## config.mk

```make
export PLATFORM = sky130hd
export DESIGN_NAME = multicycle_controller
export DESIGN_NICKNAME = d
export VERILOG_FILES = /design/src/rtl/multicycle_controller.sv
export SDC_FILE = /design/constraint.sdc
export NUM_CORES = 1
export LEC_CHECK = 0
export BUFFER_PORTS_ARGS = -buffer_cell sky130_fd_sc_hd__buf_2
export CAP_MARGIN = 20
export CORE_AREA = 2 2 39 41
export CTS_CLUSTER_SIZE = 8
export DETAILED_ROUTE_END_ITERATION = 6
export DIE_AREA = 0 0 41 43
export PLACE_DENSITY = 0.68
export SYNTH_ARGS = -nofsm -noshare
export SYNTH_HDL_FRONTEND = slang
export SYNTH_SLANG_ARGS = --single-unit
```

## constraint.sdc

```tcl
create_clock -name clk -period 1.6 [get_ports clk]
set_clock_uncertainty 0.2 [all_clocks]
set_input_delay 0.08 -clock clk [delete_from_list [all_inputs] [get_ports clk]]
set_output_delay 0.08 -clock clk [all_outputs]
set_load 0.005 [all_outputs]
```

## src/rtl/multicycle_controller.sv

```systemverilog
// Multi-cycle RV32I control FSM: sequences fetch/decode/execute/memory/writeback through a shared datapath.
// Optional feature: define RV_ITYPE_ALU_EN to accept opcode 0010011 through EXECUTEI.
module multicycle_controller #(
    parameter bit IGNORE_READY = 1'b0
) (
    input  logic       clk,
    input  logic       rst_n,
    input  logic [6:0] op,
    input  logic       zero,
    input  logic       mem_ready,
    output logic       PCWrite,
    output logic       AdrSrc,
    output logic       MemWrite,
    output logic       IRWrite,
    output logic [1:0] ResultSrc,
    output logic [1:0] ALUSrcA,
    output logic [1:0] ALUSrcB,
    output logic [1:0] ALUOp,
    output logic       RegWrite,
    output logic [1:0] ImmSrc,
    output logic       illegal_op,
    output logic [3:0] state
);

    localparam logic [6:0] OP_LOAD  = 7'b0000011;
    localparam logic [6:0] OP_STORE = 7'b0100011;
    localparam logic [6:0] OP_RTYPE = 7'b0110011;
    localparam logic [6:0] OP_BRANCH = 7'b1100011;
`ifdef RV_ITYPE_ALU_EN
    localparam logic [6:0] OP_ITYPE = 7'b0010011;
`endif

    typedef enum logic [3:0] {
        FETCH    = 4'd0,
        DECODE   = 4'd1,
        MEMADR   = 4'd2,
        MEMREAD  = 4'd3,
        MEMWB    = 4'd4,
        MEMWRITE = 4'd5,
        EXECUTER = 4'd6,
        ALUWB    = 4'd7,
`ifdef RV_ITYPE_ALU_EN
        EXECUTEI = 4'd8,
`endif
        BEQ      = 4'd10
    } state_t;

    state_t state_q, state_d;
    logic   ready;

    assign ready = IGNORE_READY ? 1'b1 : mem_ready;
    assign state = state_q;

    always_ff @(posedge clk or negedge rst_n) begin
        if (!rst_n) begin
            state_q <= FETCH;
        end else begin
            state_q <= state_d;
        end
    end

    always_comb begin
        state_d    = state_q;
        PCWrite    = 1'b0;
        AdrSrc     = 1'b0;
        MemWrite   = 1'b0;
        IRWrite    = 1'b0;
        ResultSrc  = 2'b00;
        ALUSrcA    = 2'b00;
        ALUSrcB    = 2'b00;
        ALUOp      = 2'b00;
        RegWrite   = 1'b0;
        illegal_op = 1'b0;

        case (op)
            OP_STORE:  ImmSrc = 2'b01;
            OP_BRANCH: ImmSrc = 2'b10;
            default:   ImmSrc = 2'b00;
        endcase

        case (state_q)
            FETCH: begin
                ALUSrcB   = 2'b10;
                ResultSrc = 2'b10;
                PCWrite   = ready;
                IRWrite   = ready;
                if (ready) state_d = DECODE;
            end
            DECODE: begin
                ALUSrcA = 2'b01;
                ALUSrcB = 2'b01;
                case (op)
                    OP_LOAD, OP_STORE: state_d = MEMADR;
                    OP_RTYPE:          state_d = EXECUTER;
                    OP_BRANCH:         state_d = BEQ;
`ifdef RV_ITYPE_ALU_EN
                    OP_ITYPE:          state_d = EXECUTEI;
`endif
                    default: begin
                        illegal_op = 1'b1;
                        state_d    = FETCH;
                    end
                endcase
            end
            MEMADR: begin
                ALUSrcA = 2'b10;
                ALUSrcB = 2'b01;
                state_d = (op == OP_LOAD) ? MEMREAD : MEMWRITE;
            end
            MEMREAD: begin
                AdrSrc = 1'b1;
                if (ready) state_d = MEMWB;
            end
            MEMWB: begin
                ResultSrc = 2'b01;
                RegWrite  = 1'b1;
                state_d   = FETCH;
            end
            MEMWRITE: begin
                AdrSrc   = 1'b1;
                MemWrite = 1'b1;
                if (ready) state_d = FETCH;
            end
            EXECUTER: begin
                ALUSrcA = 2'b10;
                ALUOp   = 2'b10;
                state_d = ALUWB;
            end
`ifdef RV_ITYPE_ALU_EN
            EXECUTEI: begin
                ALUSrcA = 2'b10;
                ALUSrcB = 2'b01;
                ALUOp   = 2'b10;
                state_d = ALUWB;
            end
`endif
            ALUWB: begin
                RegWrite = 1'b1;
                state_d  = FETCH;
            end
            BEQ: begin
                ALUSrcA = 2'b10;
                ALUOp   = 2'b01;
                PCWrite = zero;
                state_d = FETCH;
            end
            default: state_d = FETCH;
        endcase

        // State is already FETCH during reset; only the strobes need suppressing.
        if (!rst_n) begin
            PCWrite    = 1'b0;
            IRWrite    = 1'b0;
            MemWrite   = 1'b0;
            RegWrite   = 1'b0;
            illegal_op = 1'b0;
        end
    end

endmodule
```

==> impl_metrics.json, run 1 <==
{
  "grt_max_degree": 9,
  "place_area_um2": 658,
  "synth-seq-cells": 4,
  "die_h_um": 43,
  "yosysSeqAreaShare": 0.218,
  "cts_root_buffer": "clkbuf_4",
  "min_period_ns": 1.67,
  "worstSetupStartpointType": "flop",
  "maxSlewViolCount": 0,
  "synthesis.area_um2": 459,
  "crit_family": "flip-flops",
  "cp_slowest_cell": "dfrtp_2",
  "start_util": 0.332,
  "rsz0062_at_grt": "true",
  "cts_tree": "yes",
  "layout_commonest_cell": "buf_2",
  "clk_pin_slew_ns": 0.04,
  "antenna_found_initial": 0,
  "arrival_ns": 1.39,
  "totalWireLength_um": 1710,
  "dieArea_um2": 1760,
  "postRouteAntennaNets": 0,
  "final_cell_mix": "buf_2, buf_4, buf_6",
  "area_growth_pct": 102,
  "drc": 0,
  "worstSetupPathType": "reg2out",
  "setup-tns-final_ns": -0.173,
  "cp_num_buf_inv": 2,
  "vdd_ir_drop_max_uv": 389,
  "largest_reg_flops": 4,
  "timing.rr.end": "state[2]$_DFFE_PN0P_",
  "finish.instance_area_um2": 926,
  "p_per_area_nw_per_um2": 453,
  "cts.path.max_buffers": 2,
  "leakage_nw": 0.455,
  "fp.coreArea_um2": 1380,
  "fin_ws_ns": -0.0697,
  "syn_inst": 56,
  "io_pins": 31,
  "violations": "setup timing",
  "clock_latency_ns": 0.24,
  "grt_overflow_total": 0,
  "synth_top_area_frac": 0.218,
  "synth_nets": 67,
  "fmax_mhz": 599,
  "num_rows": 14,
  "hold_viol": 0,
  "drt_iter0_markers": 6,
  "yosysUniqueCellTypes": 30,
  "startpoint": "state[1]$_DFFE_PN0P_",
  "yosysWarningCount": 0,
  "hp-class": "in2reg",
  "ff2ff_path_depth": 5,
  "cts_max_level": 1,
  "path_depth": 4,
  "grt_pass1_vias": 590,
  "worst_slew_margin_rel": 0.825,
  "worstMarginPinSlew_ns": 0.260,
  "avgSynthCellArea_um2": 8.20,
  "firstDrtPassIters": 4,
  "antennaDiodeCount": 0,
  "track_usage": 0.205,
  "gp_congestion": 0.803,
  "io_buffers": 30,
  "viasPerCell": 5.17,
  "cts_made_buffers": 3,
  "cpPeakStageDelay_ns": 0.49,
  "outcome": "finished, violations left",
  "path_max_fanout": 6,
  "synth_top_area_cell": "dfrtp_1",
  "cap_violations": 0,
  "nets": 119,
  "crit_path_end": "illegal_op",
  "setup_violations": 4,
  "netlist_top_cells_area": "dfrtp_1, nor3b_1, nor2b_1, nor3_1, nor4b_4",
  "path_cells": "nor4b_4 > buf_4 > and3_1 > buf_2",
  "critPathRequiredTime_ns": 1.32,
  "grt_pass1_wl_um": 2480,
  "endpoint_kind": "output pin",
  "fp.dieW_um": 41,
  "r2r_start": "state[2]$_DFFE_PN0P_",
  "clock_sink_count": 4,
  "via_count": 631,
  "drive_gt1_frac": 0.670,
  "fin_crit_sh": 1.04,
  "avgRoutedWirePerCell_um": 14.0,
  "r2r_slack_ns": 0.04
}
[worst register-to-register path: stages (launching register included)]
cell and delay [ns]:
dfrtp_2 0.45, buf_4 0.18, xor2_1 0.16, nand3b_1 0.13
a221oi_2 0.23, a221o_1 0.15
[per-layer routing]
metal | part of all wire | wire, um | up-vias | track usage
met5 | 0 | 0 | - | 0
met4 | 0 | 0 | 0 | 0.100
met3 | 0.049 | 83 | 0 | 0
met2 | 0.56 | 952 | 25 | 0.359
met1 | 0.39 | 670 | 295 | 0.239
li1 | - | - | 311 | -
[metrics by stage]
stage               utilization  setup WS, ns  total power, mW  instances  hold slack (ns)
floorplan                     -        0.0598            0.168         56           -0.416
global placement          0.476        0.0630            0.224        105           -0.283
detailed placement        0.476        0.0437            0.225        105           -0.282
CTS                       0.616       -0.0607            0.405        119           0.0221
global route              0.669        -0.147            0.450        122           0.0701
finish                    0.669       -0.0697            0.419        122           0.0361
[cell type report]
type	instances	area, um^2
repair buffers	52	359
well taps	16	20.0
fillers	120	458
multi-input cells	47	419
flip-flops and latches	4	105
clock buffers	3	22.5
[worst min path at each step]
stage                     startpoint                    to  slack [ns]  depth (start not counted)
after global placement         rst_n  state[2]$_DFFE_PN0P_       -0.28                          1
after global routing       mem_ready  state[0]$_DFFE_PN0P_        0.07                          4
after floorplan                rst_n  state[0]$_DFFE_PN0P_       -0.42                          0
after CTS                  mem_ready  state[0]$_DFFE_PN0P_        0.02                          4
final                      mem_ready  state[0]$_DFFE_PN0P_        0.04                          4
after detailed placement       rst_n  state[1]$_DFFE_PN0P_       -0.28                          1
[cells by family after synthesis]
family | after synthesis | share of synthesized area
AO/OA/AOI/OAI | 12 | 0.193
multiplexers | 1 | 0.0218
buffers and inverters | 5 | 0.0681
XOR/XNOR | 2 | 0.0382
AND/OR/NAND/NOR | 32 | 0.460
flip-flops | 4 | 0.218
[cells in the mapped netlist]
master and number:
a21boi_0 1, a21oi_1 4, a221o_1 1, a221oi_2 1, a22oi_1 1, a31o_2 1, and2_1 1, and3_1 2
and4bb_2 1, buf_2 1, buf_4 1, buf_6 1, clkbuf_1 2, dfrtp_1 4, mux2i_1 1, nand2_1 1
nand2b_1 2, nand3b_1 2, nand4_1 1, nor2_1 5, nor2b_1 4, nor3_1 5, nor3b_1 5, nor4_1 2
nor4b_4 1, o21ai_0 1, o21bai_1 1, o31ai_1 1, xnor2_1 1, xor2_1 1
[report_power, final]
group	switching [mW]	total, mW	internal (mW)
combinational	0.0729	0.178	0.105
clock	0.0452	0.129	0.0842
sequential	0.00595	0.112	0.106
total	0.124	0.419	0.295
[what timing repair did]
item | in CTS | in global routing
hold endpoints to repair | 5 | 0
setup endpoints to repair | 8 | 12
gates resized for setup | 17 | 10
buffers inserted | 8 | 3
hold buffers | 4 | 0
pin swaps | 2 | 3
No activity file was read; power rests on OpenSTA's default activity.
==> run 2, diff against run 1 <==
==> config.mk (replaced) <==
export PLATFORM = sky130hd
export DESIGN_NAME = multicycle_controller
export DESIGN_NICKNAME = d
export VERILOG_FILES = /design/src/rtl/multicycle_controller.sv
export SDC_FILE = /design/constraint.sdc
export NUM_CORES = 1
export LEC_CHECK = 0
export CAP_MARGIN = 20
export CORE_AREA = 2 2 39 41
export CTS_CLUSTER_SIZE = 40
export DETAILED_ROUTE_END_ITERATION = 6
export DIE_AREA = 0 0 41 43
export DONT_BUFFER_PORTS = 1
export SYNTH_ARGS = -nofsm -noshare
export SYNTH_HDL_FRONTEND = slang
export SYNTH_SLANG_ARGS = --single-unit
==> run 2 against run 1 <==
Compared with the run above: the run still ends with setup timing left; design area shrank 24%; die area is the same; sequential share of layout area up 3.6 points; sequential power is essentially flat; first-iteration DRC count grew 83%; total power decreased by 15%; fmax up 1.9%; combinational power fell by 38%; worst setup slack gained 0.031 ns; final cell count down 27%.
==> impl_metrics.json, run 2 (same netlist as run 1, synthesis figures left out) <==
{
  "drive_gt1_frac": 0.452,
  "cpPeakStageDelay_ns": 0.45,
  "violations": "setup timing",
  "clock_latency_ns": 0.24,
  "cts_tree": "yes",
  "leakage_nw": 0.271,
  "cp_num_buf_inv": 0,
  "cts.path.max_buffers": 2,
  "outcome": "finished, violations left",
  "p_per_area_nw_per_um2": 509,
  "totalWireLength_um": 1490,
  "dieArea_um2": 1760,
  "worstMarginPinSlew_ns": 0.339,
  "fin_crit_sh": 1.02,
  "via_count": 542,
  "endpoint_kind": "output pin",
  "grt_overflow_total": 0,
  "maxSlewViolCount": 0,
  "hp-class": "in2reg",
  "fin_ws_ns": -0.0388,
  "worstSetupPathType": "reg2out",
  "cp_slowest_cell": "dfrtp_2",
  "fp.coreArea_um2": 1380,
  "drt_iter0_markers": 11,
  "dp_worst_setup_slack_ns": 0.000562,
  "cts_max_level": 1,
  "worst_slew_margin_rel": 0.772,
  "ff2ff_path_depth": 5,
  "gp_congestion": 0.809,
  "largest_reg_flops": 4,
  "path_max_fanout": 6,
  "hold_viol": 0,
  "setup-tns-final_ns": -0.0722,
  "arrival_ns": 1.36,
  "rsz0062_at_grt": "true",
  "num_rows": 14,
  "grt_pass1_vias": 517,
  "cts_made_buffers": 3,
  "setup_violations": 3,
  "path_cells": "nor4_4 > a22oi_1 > nor2b_1",
  "drc": 0,
  "nets": 86,
  "startpoint": "state[0]$_DFFE_PN0P_",
  "track_usage": 0.193,
  "timing.rr.end": "state[2]$_DFFE_PN0P_",
  "io_buffers": 0,
  "start_util": 0.332,
  "finish.instance_area_um2": 702,
  "antenna_found_initial": 0,
  "crit_path_end": "PCWrite",
  "min_period_ns": 1.64,
  "fp.dieW_um": 41,
  "avgRoutedWirePerCell_um": 16.7,
  "postRouteAntennaNets": 0,
  "place_area_um2": 531,
  "r2r_start": "state[2]$_DFFE_PN0P_",
  "io_pins": 31,
  "crit_family": "simple AND/OR/NAND/NOR gates",
  "r2r_slack_ns": 0.03,
  "clock_sink_count": 4,
  "viasPerCell": 6.09,
  "worstSetupStartpointType": "flop",
  "firstDrtPassIters": 4,
  "cap_violations": 0,
  "antennaDiodeCount": 0,
  "layout_commonest_cell": "buf_4",
  "fmax_mhz": 610,
  "final_cell_mix": "buf_4, dlygate4sd3_1, nor2_1",
  "die_h_um": 43,
  "dpl.hpwl_um": 954,
  "grt_max_degree": 9,
  "path_depth": 3,
  "clk_pin_slew_ns": 0.04,
  "grt_pass1_wl_um": 2240,
  "critPathRequiredTime_ns": 1.32,
  "area_growth_pct": 52.9,
  "vdd_ir_drop_max_uv": 346,
  "cts_root_buffer": "clkbuf_4"
}
## run 2: cell count changes in the layout (fill, tap and decap cells not counted), sizes merged
cell / before / now
dlygate4sd3: 4 / 6
buf: 48 / 13
## run 2: how the worst min path moves through the flow
stage / start / end / slack, ns / cells after the start
floorplan: rst_n / state[0]$_DFFE_PN0P_ / -0.42 / 0
detailed placement: rst_n / state[2]$_DFFE_PN0P_ / -0.42 / 0
CTS: op[6] / state[2]$_DFFE_PN0P_ / 0.06 / 3
global placement: rst_n / state[2]$_DFFE_PN0P_ / -0.42 / 0
finish: op[6] / state[2]$_DFFE_PN0P_ / 0.08 / 3
global route: rst_n / PCWrite / 0.09 / 1
## run 2: metrics by stage
stage,utilization,cells,power [mW],hold WS [ns]
after floorplan,-,56,0.168,-0.416
after global placement,0.383,78,0.187,-0.415
after detailed placement,0.383,78,0.189,-0.415
after CTS,0.495,89,0.355,0.0626
after global routing,0.507,89,0.378,0.0869
final,0.507,89,0.357,0.0766
## run 2: routing by layer
layer | vias up | global-route usage | wire [um]
met5 | - | 0 | 0
met4 | 0 | 0.0800 | 19
met3 | 2 | 0.0785 | 145
met2 | 35 | 0.306 | 764
met1 | 261 | 0.215 | 559
li1 | 244 | - | -
## run 2: worst reg2reg max path, cell delays in order (launching register included)
cell and delay [ns]:
dfrtp_2 0.46, buf_6 0.15, buf_4 0.13, o21bai_1 0.16, a221oi_2 0.27, a221o_1 0.14
## run 2: layout make-up
cell class              count  area (um^2)
flip-flops and latches      4          105
repair buffers             19          165
clock buffers               3         22.5
multi-input cells          47          389
fillers                   139          682
well taps                  16         20.0
## run 2: repair_timing
item                       in CTS  in global routing
setup endpoints to repair      10                  8
hold buffers                    6                  0
setup buffers                   2                  0
hold endpoints to repair        9                  0
gates resized for setup        13                  4
pin swaps                       2                  4
## run 2: where the power goes
group / internal (mW) / switching, mW / total, mW / leakage (nW)
combinational: 0.0630 / 0.0467 / 0.110 / 0.209
clock: 0.0843 / 0.0478 / 0.132 / 0.0138
sequential: 0.106 / 0.00928 / 0.115 / 0.0478
==> run 3, diff against run 2 <==
--- a/config.mk
+++ b/config.mk
@@ -11,6 +11,7 @@
 export DETAILED_ROUTE_END_ITERATION = 6
 export DIE_AREA = 0 0 41 43
 export DONT_BUFFER_PORTS = 1
+export SETUP_SLACK_MARGIN = 0.1
 export SYNTH_ARGS = -nofsm -noshare
 export SYNTH_HDL_FRONTEND = slang
 export SYNTH_SLANG_ARGS = --single-unit
==> run 3 against run 2 <==
Compared with the run above: the flow finishes with violations (hold timing, setup timing); fmax is 0.90% lower; routed wire length is 0.74% lower; sequential power hardly changed; critical path depth stayed put; die area stayed put; hold slack worse by 0.077 ns; register-to-register slack worse by 0.04 ns; global-route usage is 1.1 points lower; worst setup slack worse by 0.015 ns; sequential share of layout area is 1.2 points lower; first-iteration DRC count is 82% higher; critical path type unchanged; largest power group unchanged.
==> impl_metrics.json, run 3 (same netlist as run 1, synthesis figures left out) <==
{
  "outcome": "finished, violations left",
  "violations": "hold timing, setup timing",
  "layout_commonest_cell": "buf_4",
  "cts_made_buffers": 3,
  "postRouteAntennaNets": 0,
  "clock_sink_count": 4,
  "worst_slew_margin_rel": 0.807,
  "dieArea_um2": 1760,
  "timing.rr.end": "state[2]$_DFFE_PN0P_",
  "instances_no_fill": 90,
  "cap_violations": 0,
  "viasPerCell": 5.67,
  "start_util": 0.332,
  "dpl.cell_count": 77,
  "nets": 87,
  "antenna_found_initial": 0,
  "maxSlewViolCount": 0,
  "avgRoutedWirePerCell_um": 16.4,
  "r2r_slack_ns": -0.01,
  "gp_congestion": 0.737,
  "drive_gt1_frac": 0.514,
  "via_count": 510,
  "r2r_start": "state[1]$_DFFE_PN0P_",
  "setup_violations": 2,
  "finish.instance_area_um2": 766,
  "die_h_um": 43,
  "fin_util": 0.553,
  "cts.path.max_buffers": 2,
  "path_max_fanout": 7,
  "fp.coreArea_um2": 1380,
  "place_area_um2": 523,
  "dpl.hpwl_um": 963,
  "largest_reg_flops": 4,
  "leakage_nw": 0.302,
  "hp-class": "in2out",
  "cts_tree": "yes",
  "grt_max_degree": 10,
  "totalWireLength_um": 1480,
  "grt_pass1_wl_um": 2150,
  "worstMarginPinSlew_ns": 0.289,
  "grt_pass1_vias": 486,
  "clock_latency_ns": 0.23,
  "fin_hold_ws_ns": -0.000425,
  "track_usage": 0.181,
  "clk_pin_slew_ns": 0.04,
  "vdd_ir_drop_max_uv": 361,
  "fp.dieW_um": 41,
  "critPathRequiredTime_ns": 1.32,
  "drt_iter0_markers": 20,
  "arrival_ns": 1.37,
  "p_per_area_nw_per_um2": 466,
  "drc": 0,
  "antennaDiodeCount": 0,
  "area_growth_pct": 66.8,
  "io_pins": 31,
  "fin_ws_ns": -0.0537,
  "firstDrtPassIters": 4,
  "final_cell_mix": "buf_4, dlygate4sd3_1, a21oi_1, nor2_1, dfrtp_2",
  "cts_root_buffer": "clkbuf_4",
  "rsz0062_at_grt": "true",
  "endpoint_kind": "output pin",
  "worstSetupStartpointType": "flop",
  "grt_overflow_total": 0,
  "fmax_mhz": 605,
  "worstSetupPathType": "reg2out",
  "min_period_ns": 1.65,
  "ff2ff_path_depth": 4,
  "io_buffers": 0,
  "cts_max_level": 1,
  "fin_crit_sh": 1.03,
  "whs_path_depth": 1,
  "holdPathEnd": "ImmSrc[0]",
  "num_rows": 14,
  "worstHoldStart": "op[4]",
  "hold_viol": 1
}
run 3: cell count changes in the layout (fill, tap and decap cells not counted):
cell and delta:
nor4_4 +1, nor3_1 -1, nand2b_4 +1, nor4_1 -1, nor2b_4 +1, buf_12 +1
nand2b_1 -1, nor3_4 +1, nor2b_1 -1, nor2_4 +1, nor2_1 -1, and3_4 -1
and3_1 +1
run 3: report_power, final:
group	switching (mW)	leakage, nW	total (mW)	internal (mW)
clock network	0.0387	0.0138	0.122	0.0837
registers	0.00737	0.0478	0.113	0.106
logic	0.0548	0.241	0.121	0.0659
total	0.101	0.302	0.356	0.256
run 3: how the worst max path moves through the flow:
stage	cells after the start	slack [ns]	end	startpoint
floorplan	5	0.06	state[2]$_DFFE_PN0P_	state[1]$_DFFE_PN0P_
global placement	4	-0.03	state[2]$_DFFE_PN0P_	state[2]$_DFFE_PN0P_
detailed placement	4	-0.03	state[2]$_DFFE_PN0P_	state[2]$_DFFE_PN0P_
CTS	3	-0.05	illegal_op	state[2]$_DFFE_PN0P_
global route	3	-0.11	illegal_op	state[1]$_DFFE_PN0P_
finish	3	-0.05	illegal_op	state[1]$_DFFE_PN0P_
run 3: worst max-delay path: stages, from the launching register on:
cell	delay, ns
dfrtp_2	0.49
nor4b_4	0.30
buf_4	0.18
and3_1	0.17
run 3: cell type report:
class / instances / area, um^2
clock buffer: 3 / 22.5
fill: 132 / 618
sequential: 4 / 105
timing repair buffer: 20 / 185
tap: 16 / 20.0
multi-input combinational: 47 / 433
run 3: metrics by stage:
step | setup slack (ns) | hold slack [ns] | total power [mW] | TNS (ns)
2_1_floorplan | 0.0598 | -0.416 | 0.168 | 0
3_3_place_gp | -0.0270 | -0.415 | 0.188 | -0.0270
3_5_place_dp | -0.0346 | -0.415 | 0.189 | -0.0346
4_1_cts | -0.0474 | 0.000913 | 0.349 | -0.0960
5_1_grt | -0.113 | 0.000848 | 0.383 | -0.303
6_report | -0.0537 | -0.000425 | 0.356 | -0.0667
run 3: per-layer routing:
layer  global-route usage  vias up  routed length, um
met4                0.100        0                  0
met2                0.284       25                826
met1                0.221      239                518
met3               0.0314        0                132
li1                     -      246                  -
met5                    0        -                  0
run 3: what timing repair did:
action,CTS,global route
buffers inserted,3,1
endpoints found under the hold margin,9,0
resized for setup,15,11
hold buffers,6,0
pin swaps,3,3
endpoints found under the setup margin,14,13
